**src/rtl/fp_accumulator_pkg.sv**
```systemverilog
// Shared FP32 field layout, constants and state encoding for the streaming accumulator.
package fp_accumulator_pkg;
    localparam int SIGN_BIT = 31;
    localparam int EXP_MSB  = 30;
    localparam int EXP_LSB  = 23;
    localparam int MANT_MSB = 22;
    localparam int MANT_LSB = 0;

    localparam logic [31:0] FP32_ZERO = 32'h0000_0000;
    localparam logic [31:0] FP32_QNAN = 32'h7FC0_0000;

    typedef logic [1:0] state_t;
    localparam state_t IDLE  = 2'd0;
    localparam state_t ACCUM = 2'd1;
    localparam state_t DONE  = 2'd2;

    // Either sign of zero counts as zero.
    function automatic logic is_zero(input logic [31:0] f);
        return f[EXP_MSB:MANT_LSB] == '0;
    endfunction
endpackage

```
**src/rtl/fp_accumulator_if.sv**
```systemverilog
// Operand stream in, result stream out; the accumulator is the slave side.
interface fp_accumulator_if #(parameter int CNT_W = 16);
    logic             in_valid;
    logic             in_ready;
    logic [31:0]      in_data;
    logic             in_last;
    logic             out_valid;
    logic             out_ready;
    logic [31:0]      out_sum;
    logic [CNT_W-1:0] out_count;
    logic             out_overflow;
    logic             out_underflow;

    modport master (
        output in_valid, in_data, in_last, out_ready,
        input  in_ready, out_valid, out_sum, out_count, out_overflow, out_underflow
    );
    modport slave (
        input  in_valid, in_data, in_last, out_ready,
        output in_ready, out_valid, out_sum, out_count, out_overflow, out_underflow
    );
endinterface

```
**src/rtl/fp_accumulator_adder.sv**
```systemverilog
// Combinational FP32 adder, round-to-nearest-even, with gradual underflow.
module fp_adder
    import fp_accumulator_pkg::*;
(
    input  logic [31:0] a,
    input  logic [31:0] b,
    output logic [31:0] sum,
    output logic        overflow,
    output logic        underflow
);
    logic [31:0] x, y;
    logic [7:0]  ex, ey, d;
    logic [23:0] mx, my;
    logic [26:0] ax, ay, mask;
    logic [27:0] sa, sn;
    logic [9:0]  e, sh, ef;
    logic [4:0]  lz;
    logic [24:0] rm;
    logic [22:0] mant;
    logic        inc;

    always_comb begin
        // x is the larger magnitude, so alignment only ever shifts y
        x = a;
        y = b;
        if (b[EXP_MSB:MANT_LSB] > a[EXP_MSB:MANT_LSB]) begin
            x = b;
            y = a;
        end
        ex   = x[EXP_MSB:EXP_LSB];
        ey   = y[EXP_MSB:EXP_LSB];
        mx   = {ex != 8'd0, x[MANT_MSB:MANT_LSB]};
        my   = {ey != 8'd0, y[MANT_MSB:MANT_LSB]};
        d    = (ex == 8'd0 ? 8'd1 : ex) - (ey == 8'd0 ? 8'd1 : ey);
        e    = {2'b00, (ex == 8'd0 ? 8'd1 : ex)};
        ax   = {mx, 3'b000};
        mask = '0;
        if (d > 8'd26) begin
            ay = {26'd0, |my};
        end else begin
            mask = (27'd1 << d) - 27'd1;
            ay   = ({my, 3'b000} >> d) | {26'd0, |({my, 3'b000} & mask)};
        end

        if (x[SIGN_BIT] == y[SIGN_BIT]) sa = {1'b0, ax} + {1'b0, ay};
        else                            sa = {1'b0, ax} - {1'b0, ay};

        lz = 5'd27;
        sh = '0;
        if (sa[27]) begin
            sn = {1'b0, sa[27:2], sa[1] | sa[0]};
            e  = e + 10'd1;
        end else begin
            for (int i = 0; i < 27; i++)
                if (sa[i]) lz = 5'(26 - i);
            // never normalise below the minimum exponent: the leftover is a subnormal
            sh = ({5'd0, lz} < e - 10'd1) ? {5'd0, lz} : e - 10'd1;
            sn = sa << sh;
            e  = e - sh;
        end

        inc  = sn[2] & (sn[1] | sn[0] | sn[3]);
        rm   = {1'b0, sn[26:3]} + {24'd0, inc};
        ef   = rm[24] ? e + 10'd1 : (rm[23] ? e : 10'd0);
        mant = rm[24] ? rm[23:1] : rm[22:0];

        sum       = {x[SIGN_BIT], ef[7:0], mant};
        overflow  = 1'b0;
        underflow = (ef == 10'd0);
        if (ef >= 10'd255) begin
            sum      = {x[SIGN_BIT], 8'hFF, 23'd0};
            overflow = 1'b1;
        end
        if (sa == '0) begin
            sum       = {x[SIGN_BIT] & y[SIGN_BIT], 31'd0};
            underflow = 1'b0;
        end
        if (ex == 8'hFF) begin
            overflow  = 1'b0;
            underflow = 1'b0;
            if (x[MANT_MSB:MANT_LSB] != '0)
                sum = FP32_QNAN;
            else if (ey == 8'hFF && x[SIGN_BIT] != y[SIGN_BIT])
                sum = FP32_QNAN;
            else
                sum = x;
        end
    end
endmodule

```
**src/rtl/fp_accumulator.sv**
```systemverilog
// Streaming FP32 accumulator: one add per accepted operand, result held until consumed.
module fp_accumulator
    import fp_accumulator_pkg::*;
#(
    parameter int CNT_W = 16
) (
    input  logic              clk,
    input  logic              rst_n,
    fp_accumulator_if.slave   bus
);
    state_t           state, state_nxt;
    logic [31:0]      acc, add_sum;
    logic [CNT_W-1:0] count;
    logic             ovf, unf, add_ovf, add_unf;
    logic             ready, valid, take, give;

    fp_adder u_add (
        .a         (acc),
        .b         (bus.in_data),
        .sum       (add_sum),
        .overflow  (add_ovf),
        .underflow (add_unf)
    );

    assign take = bus.in_valid & ready;
    assign give = valid & bus.out_ready;

    always_ff @(posedge clk or negedge rst_n) begin
        if (!rst_n) state <= IDLE;
        else        state <= state_nxt;
    end

    always_comb begin
        state_nxt = state;
        case (state)
            IDLE, ACCUM: if (take) state_nxt = bus.in_last ? DONE : ACCUM;
            DONE:        if (give) state_nxt = IDLE;
            default:     state_nxt = IDLE;
        endcase
    end

    // ready is gated by rst_n so it reads 0 while reset is held
    always_comb begin
        ready = rst_n && (state != DONE);
        valid = (state == DONE);
    end

    always_ff @(posedge clk or negedge rst_n) begin
        if (!rst_n) begin
            acc   <= FP32_ZERO;
            count <= '0;
            ovf   <= 1'b0;
            unf   <= 1'b0;
        end else if (give) begin
            acc   <= FP32_ZERO;
            count <= '0;
            ovf   <= 1'b0;
            unf   <= 1'b0;
        end else if (take) begin
            if (count != '1) count <= count + CNT_W'(1);
            if (state == IDLE) begin
                acc <= is_zero(bus.in_data) ? FP32_ZERO : bus.in_data;
            end else if (!is_zero(bus.in_data)) begin
                if (is_zero(acc)) begin
                    acc <= bus.in_data;
                end else begin
                    acc <= add_sum;
                    ovf <= ovf | add_ovf;
                    unf <= unf | add_unf;
                end
            end
        end
    end

    assign bus.in_ready      = ready;
    assign bus.out_valid     = valid;
    assign bus.out_sum       = acc;
    assign bus.out_count     = count;
    assign bus.out_overflow  = ovf;
    assign bus.out_underflow = unf;
endmodule

```
**src/flat_wrapper.sv**
```systemverilog
// flat-port wrapper written by rule: the top's interface ports become plain ports
module fp_accumulator_flat import fp_accumulator_pkg::*;
#(
    parameter int CNT_W = 16
)
  (clk, rst_n, bus_in_valid, bus_in_data, bus_in_last, bus_out_ready, bus_in_ready, bus_out_valid, bus_out_sum, bus_out_count, bus_out_overflow, bus_out_underflow);
  fp_accumulator_if #(.CNT_W(CNT_W)) bus_i ();
  input  logic clk;
  input  logic rst_n;
  input wire logic [$bits(bus_i.in_valid)-1:0] bus_in_valid;
  input wire logic [$bits(bus_i.in_data)-1:0] bus_in_data;
  input wire logic [$bits(bus_i.in_last)-1:0] bus_in_last;
  input wire logic [$bits(bus_i.out_ready)-1:0] bus_out_ready;
  output wire logic [$bits(bus_i.in_ready)-1:0] bus_in_ready;
  output wire logic [$bits(bus_i.out_valid)-1:0] bus_out_valid;
  output wire logic [$bits(bus_i.out_sum)-1:0] bus_out_sum;
  output wire logic [$bits(bus_i.out_count)-1:0] bus_out_count;
  output wire logic [$bits(bus_i.out_overflow)-1:0] bus_out_overflow;
  output wire logic [$bits(bus_i.out_underflow)-1:0] bus_out_underflow;
  assign bus_i.in_valid = bus_in_valid;
  assign bus_i.in_data = bus_in_data;
  assign bus_i.in_last = bus_in_last;
  assign bus_i.out_ready = bus_out_ready;
  assign bus_in_ready = bus_i.in_ready;
  assign bus_out_valid = bus_i.out_valid;
  assign bus_out_sum = bus_i.out_sum;
  assign bus_out_count = bus_i.out_count;
  assign bus_out_overflow = bus_i.out_overflow;
  assign bus_out_underflow = bus_i.out_underflow;
  fp_accumulator #(.CNT_W(CNT_W)) u_core (.clk(clk), .rst_n(rst_n), .bus(bus_i));
endmodule
```
**config.mk**
```make
export PLATFORM = sky130hd
export DESIGN_NAME = fp_accumulator_flat
export DESIGN_NICKNAME = d
export VERILOG_FILES = /design/src/rtl/fp_accumulator_pkg.sv /design/src/rtl/fp_accumulator_if.sv /design/src/rtl/fp_accumulator_adder.sv /design/src/rtl/fp_accumulator.sv /design/src/flat_wrapper.sv
export SDC_FILE = /design/constraint.sdc
export NUM_CORES = 1
export LEC_CHECK = 0
export ABC_AREA = 1
export ABC_CLOCK_PERIOD_IN_PS = 35400
export CAP_MARGIN = 20
export CORE_MARGIN = 5
export CORE_UTILIZATION = 68
export DETAILED_ROUTE_END_ITERATION = 10
export PLACE_DENSITY = 0.93
export SETUP_SLACK_MARGIN = 0.15
export SYNTH_ARGS = -nofsm -noshare
export SYNTH_HDL_FRONTEND = slang
export SYNTH_SLANG_ARGS = --single-unit
```
**constraint.sdc**
```tcl
create_clock -name clk -period 35.4 [get_ports clk]
set_input_delay 3.54 -clock clk [delete_from_list [all_inputs] [get_ports clk]]
set_output_delay 3.54 -clock clk [all_outputs]
set_load 0.01 [all_outputs]
```
==> impl_metrics.yaml, run 1 <==
timing:
  maxSlewViolCount: 0
  rsz0062_at_grt: "false"
  setup_viol: 0
  fin_worst_skew_ns: 0.003283
  relSlewSlack_pct: 24.60
  worstMarginPinSlew_ns: 1.119
  fin_crit_ns: 21.20
  report.final.hold_viol_count: 0
  timing.final.crit_share_pct: 59.88
  fin_tns_setup_ns: 0
  max_freq_mhz: 47.17
cells_and_area:
  num_antenna_cells: 0
  fill_cells: 1852
  seqCellArea_mm2: 0.001301
  mostFrequentLayoutCell: "nand2_1"
  multi_input_area_mm2: 0.01124
  nNetsFinal: 2790
  area_growth_pct: 7.677
  final_area_mm2: 0.01532
  drive_above_1_share_pct: 4.943
  final_cell_mix: "820 x nand2_1, 398 x nand3_1, 303 x inv_1, 193 x nor2_1, 162 x a21oi_1"
drt:
  num_vias: 18860
  routed_wirelength_um: 55010
  post-route-drc-count: 0
  drt-vias-per-instance: 6.447
  ant_nets: 0
  drt_first_pass_iters: 9
  wl_per_cell_um: 18.81
  drt_iter0_markers: 3249
clock_tree:
  insertion_delay_ns: 0.29
  cts_tree: "done"
  cts.clk_slew.worst_paths_ns: 0.07
  numCtsBuffers: 5
  root_buffer: "clkbuf_16"
  htreeDepth: 2
  cts.repair.resized: 0
  ctsHoldBuffers: 0
  post-cts-setup-buffer-count: 0
  cts_sinks: 52
  clock_path_buffers: 2
setup_path:
  r2r_start: "u_core.bus.out_sum[30]$_DFFE_PN0P_"
  crit_fanout: 67
  r2r-end: "u_core.bus.out_sum[0]$_DFFE_PN0P_"
  crit_type: "input pin to flop"
  max_stage_delay_ns: 0.92
  critPathCaptureType: "flop"
  cp_common_cell: "nand2_1"
  r2r_slack_ns: 17.42
  path_delay_family: "simple AND/OR/NAND/NOR gates"
  required_ns: 35.64
  r2r_cells: 87
  slowest_stage: "and2_1"
  cp-endpoint: "u_core.bus.out_sum[0]$_DFFE_PN0P_"
  critPathLaunchType: "input pin"
  critPathBufInv: 11
  cp.arrival_ns: 21.43
  crit_path_start: "bus_in_data[28]"
  worstSetupPathDepth: 88
die:
  start_util_pct: 68.33
  placementRows: 53
  core_area_mm2: 0.02082
  die_w_um: 154.6
  dieArea_mm2: 0.02392
  ioPinCount: 89
  dieHeight_um: 154.6
synthesis:
  synth.ff_latch_count: 52
  synthFlopType: "dfrtp_1"
  netlist.area_leader.share_pct: 21.63
  synth.yosys.seq_area_share_pct: 9.146
  synth_edf_count: 0
  ys.warnings.count: 0
  ys_types: 65
  async_flop_share_pct: 100.0
  synth_nets: 2777
  syn_inst: 2636
  synthTopCellsByArea: "nand2_1 22%, nand3_1 14%, dfrtp_1 9.1%"
  synth_area_mm2: 0.01423
  synth_top_cell_by_area: "nand2_1"
  post_synth.cell_area_avg_um2: 5.397
grt:
  grt.total_usage_pct: 44.08
  grt_pass1_wl_um: 87230
  grt_max_degree: 68
  grt_pass1_vias: 16990
  antenna_found_initial: 0
  grt-ovfl-total: 0
outcome:
  status: "finished, final reports clean"
run:
  max_cap_viol_count: 0
place:
  place_hpwl_um: 42790
  io_buffer_count: 88
  place_area_mm2: 0.01508
  gp_congestion: 1.099
hold_path:
  hp-class: "flop to flop"
==> cell usage after synthesis (6+ instances only) <==
master and instances:
ha_1 101, nand2_2 22, nor4_1 24, inv_2 12
nand2_4 7, o21bai_1 6, a31oi_1 12, inv_1 303
xnor2_1 18, or2_2 8, nand2_1 820, a211oi_1 11
o211ai_1 6, nand3_2 17, buf_6 8, clkinv_1 8
nor3_1 34, dfrtp_1 52, and2_1 10, clkbuf_1 47
nor2_1 194, a21oi_1 162, nor2_2 13, nand3_1 398
nand4_1 71, o21ai_0 107, o22ai_1 6, buf_2 28
o21ai_1 19, buf_1 10, xor2_1 29, o21a_1 7
==> worst min-delay path, stage by stage, from the launching register on <==
cell	delay, ns
dfrtp_1	0.37
nand2_1	0.06
nand2_1	0.06
==> per-layer routing <==
| metal | vias to the layer above | GRT usage [%] | part of all wire [%] |
|---|---|---|---|
| met5 | - | 0 | 0 |
| met4 | 0 | 24.01 | 7.1 |
| met3 | 271 | 8.898 | 14 |
| met2 | 1478 | 65.66 | 41 |
| met1 | 8351 | 59.69 | 39 |
| li1 | 8758 | - | - |
==> worst min path at each step <==
stage	from	endpoint	depth (start not counted)	slack [ns]
floorplan	u_core.state[1]$_DFFE_PN0P_	u_core.state[0]$_DFFE_PN0P_	1	0.46
global placement	u_core.bus.out_overflow$_DFFE_PN0P_	u_core.bus.out_overflow$_DFFE_PN0P_	2	0.48
detailed placement	u_core.bus.out_overflow$_DFFE_PN0P_	u_core.bus.out_overflow$_DFFE_PN0P_	2	0.49
CTS	u_core.bus.out_sum[4]$_DFFE_PN0P_	u_core.bus.out_sum[4]$_DFFE_PN0P_	2	0.52
global route	u_core.bus.out_sum[1]$_DFFE_PN0P_	u_core.bus.out_sum[1]$_DFFE_PN0P_	2	0.56
finish	u_core.bus.out_sum[4]$_DFFE_PN0P_	u_core.bus.out_sum[4]$_DFFE_PN0P_	2	0.52
==> registers in the layout, summed over array words and instances (netlist names) <==
register,cells
u_core.bus.out_sum,32
u_core.bus.out_count,16
u_core.state,2
u_core.bus.out_overflow,1
u_core.bus.out_underflow,1
==> area by class of cell <==
class	count	share of cell area (%)
clock inverters	1	0.1960
flip-flops and latches	52	8.494
well taps	275	2.246
multi-input cells	2162	73.35
repair buffers	104	6.762
clock buffers	7	0.9964
inverters	324	7.955
==> through the flow <==
stage	setup WS, ns	utilization (%)	cells	hold WS (ns)
floorplan	20.06	-	2636	0.4563
global placement	15.55	72.43	2915	0.4846
detailed placement	14.75	72.43	2915	0.4935
CTS	14.93	73.31	2923	0.5194
global route	12.83	73.57	2925	0.5605
finish	14.20	73.57	2925	0.5207
==> kinds of logic after synthesis <==
kind of cell               Yosys count  synth area share (%)
AOI/OAI and AO/OA                  369                 14.64
xor gates and xnor gates            50                 3.316
adders and majority gates          104                 9.304
buffers and inverters              422                 11.95
DFF                                 52                 9.146
and+or+nand+nor                   1639                 51.64
Power of run 1 is not shown: default switching activity piles up to over one toggle a cycle in this logic, so the estimate is an artifact.
==> run 2: changes to the inputs <==
--- a/config.mk
+++ b/config.mk
@@ -6,12 +6,12 @@
 export NUM_CORES = 1
 export LEC_CHECK = 0
 export ABC_AREA = 1
-export ABC_CLOCK_PERIOD_IN_PS = 35400
+export ABC_CLOCK_PERIOD_IN_PS = 20400
 export CAP_MARGIN = 20
 export CORE_MARGIN = 5
-export CORE_UTILIZATION = 68
+export CORE_UTILIZATION = 63
 export DETAILED_ROUTE_END_ITERATION = 10
-export PLACE_DENSITY = 0.93
+export PLACE_DENSITY = 0.87
 export SETUP_SLACK_MARGIN = 0.15
 export SYNTH_ARGS = -nofsm -noshare
 export SYNTH_HDL_FRONTEND = slang
==> constraint.sdc (replaced) <==
create_clock -name clk -period 20.4 [get_ports clk]
set_input_delay 2.04 -clock clk [delete_from_list [all_inputs] [get_ports clk]]
set_output_delay 2.04 -clock clk [all_outputs]
set_load 0.01 [all_outputs]
==> impl_metrics.yaml, run 2 (same netlist as run 1, synthesis figures left out) <==
grt:
  grt_pass1_vias: 16740
  grt_pass1_wl_um: 87470
  antenna_found_initial: 1
  grt-ovfl-total: 0
  global_route.peak_usage_layer: "met2"
  grt_max_degree: 80
  met3_usage_pct: 10.43
  grt.total_usage_pct: 41.19
  met2_usage_pct: 61.48
  grtUsageMet1_pct: 53.91
die:
  start_util_pct: 63.42
  placementRows: 55
  dieArea_mm2: 0.02569
  die_w_um: 160.3
  ioPinCount: 89
  dieHeight_um: 160.3
  core_area_mm2: 0.02243
drt:
  post-route-drc-count: 0
  drt_first_pass_iters: 8
  routed_wirelength_um: 55400
  ant_nets: 0
  num_vias: 18730
  drt-vias-per-instance: 6.384
  drt_iter0_markers: 3642
  wl_per_cell_um: 18.88
clock_tree:
  numCtsBuffers: 5
  cts_sinks: 52
  ctsHoldBuffers: 0
  root_buffer: "clkbuf_16"
  clock_path_buffers: 2
  htreeDepth: 2
  insertion_delay_ns: 0.30
  cts.clk_slew.worst_paths_ns: 0.08
  post-cts-setup-buffer-count: 0
  cts_tree: "done"
place:
  gp_congestion: 1.109
  place_hpwl_um: 43420
  io_buffer_count: 88
cells_and_area:
  mostFrequentLayoutCell: "nand2_1"
  drive_above_1_share_pct: 4.945
  largest_reg_flops: 32
  area_growth_pct: 7.800
  nNetsFinal: 2789
  final_cell_mix: "820 x nand2_1, 398 x nand3_1, 303 x inv_1, 193 x nor2_1, 162 x a21oi_1"
  num_antenna_cells: 0
timing:
  worstMarginPinSlew_ns: 1.199
  fin_crit_ns: 18.63
  report.final.hold_viol_count: 0
  max_freq_mhz: 53.67
  maxSlewViolCount: 0
  fin_worst_skew_ns: 0.01009
  timing.final.crit_share_pct: 91.33
  setup_viol: 0
  fin_tns_setup_ns: 0
  rsz0062_at_grt: "false"
  relSlewSlack_pct: 19.24
setup_path:
  crit_type: "input pin to flop"
  required_ns: 20.64
  cp_common_cell: "nand2_1"
  r2r-end: "u_core.bus.out_sum[12]$_DFFE_PN0P_"
  r2r_cells: 89
  critPathCaptureType: "flop"
  r2r_start: "u_core.bus.out_sum[13]$_DFFE_PN0P_"
  slowest_stage: "o21a_1"
  critPathLaunchType: "input pin"
  max_stage_delay_ns: 0.67
  crit_fanout: 32
  cp.arrival_ns: 18.87
  r2r_slack_ns: 3.51
hold_path:
  min_path_cells: 2
  hold_end: "u_core.bus.out_overflow$_DFFE_PN0P_"
  min_from: "u_core.bus.out_overflow$_DFFE_PN0P_"
  hp-class: "flop to flop"
outcome:
  status: "finished, final reports clean"
run:
  max_cap_viol_count: 0
-- run 2: cell count changes in the layout (fill, tap and decap cells not counted) --
cell	delta
clkbuf_8	-2
and2_1	-1
and2_2	+1
buf_4	-1
bufinv_16	+1
inv_6	+1
-- run 2: metal layers --
metal,share of wire (%),routed length (um)
met1,38,20890
met2,40,22370
met3,15,8046
met4,7.4,4081
met5,0.023,13
-- run 2: repair_timing --
| action | in CTS | in global routing |
|---|---|---|
| gates resized for setup | 0 | 1 |
| endpoints found under the hold margin | 0 | 0 |
| endpoints found under the setup margin | 0 | 6 |
-- run 2: worst max path at each step --
stage / cells after the start / start / endpoint
final: 89 / bus_in_data[14] / u_core.bus.out_sum[12]$_DFFE_PN0P_
after global routing: 89 / bus_in_data[12] / u_core.bus.out_sum[12]$_DFFE_PN0P_
after CTS: 88 / bus_in_data[14] / u_core.bus.out_sum[12]$_DFFE_PN0P_
after detailed placement: 88 / bus_in_data[14] / u_core.bus.out_sum[0]$_DFFE_PN0P_
after global placement: 89 / bus_in_data[14] / u_core.bus.out_sum[5]$_DFFE_PN0P_
after floorplan: 98 / bus_in_data[14] / u_core.bus.out_sum[7]$_DFFE_PN0P_
-- run 2: cell type report --
class,instances,area [um^2]
Clock buffer,5,125.1
Clock inverter,3,68.82
Fill cell,2076,7097
Inverter,324,1219
Multi-Input combinational cell,2162,11240
Sequential cell,52,1301
Tap cell,285,356.6
Timing Repair Buffer,103,1028
-- run 2: per-stage QoR --
stage                     std cells  instance area (um^2)  utilization, %  hold WS (ns)  worst slack [ns]
after global placement         2924                 15090           67.25        0.4892             2.555
after detailed placement       2925                 15110           67.37        0.4916             1.884
after floorplan                2636                 14230               -        0.4563             6.555
after CTS                      2933                 15310           68.24        0.5096             2.119
final                          2934                 15340           68.37        0.5079             1.769
after global routing           2934                 15340           68.37        0.5457            0.4316
-- run 2: worst max-delay path: cells and delay by family --
family                     cells  cell delay [ns]
AOI/OAI and AO/OA             13             2.89
and+or+nand+nor               57             8.93
buffers and inverters         10             2.23
adders and majority gates      6             2.14
xor gates and xnor gates       3             0.61
Power of run 2 is left out for the same reason.
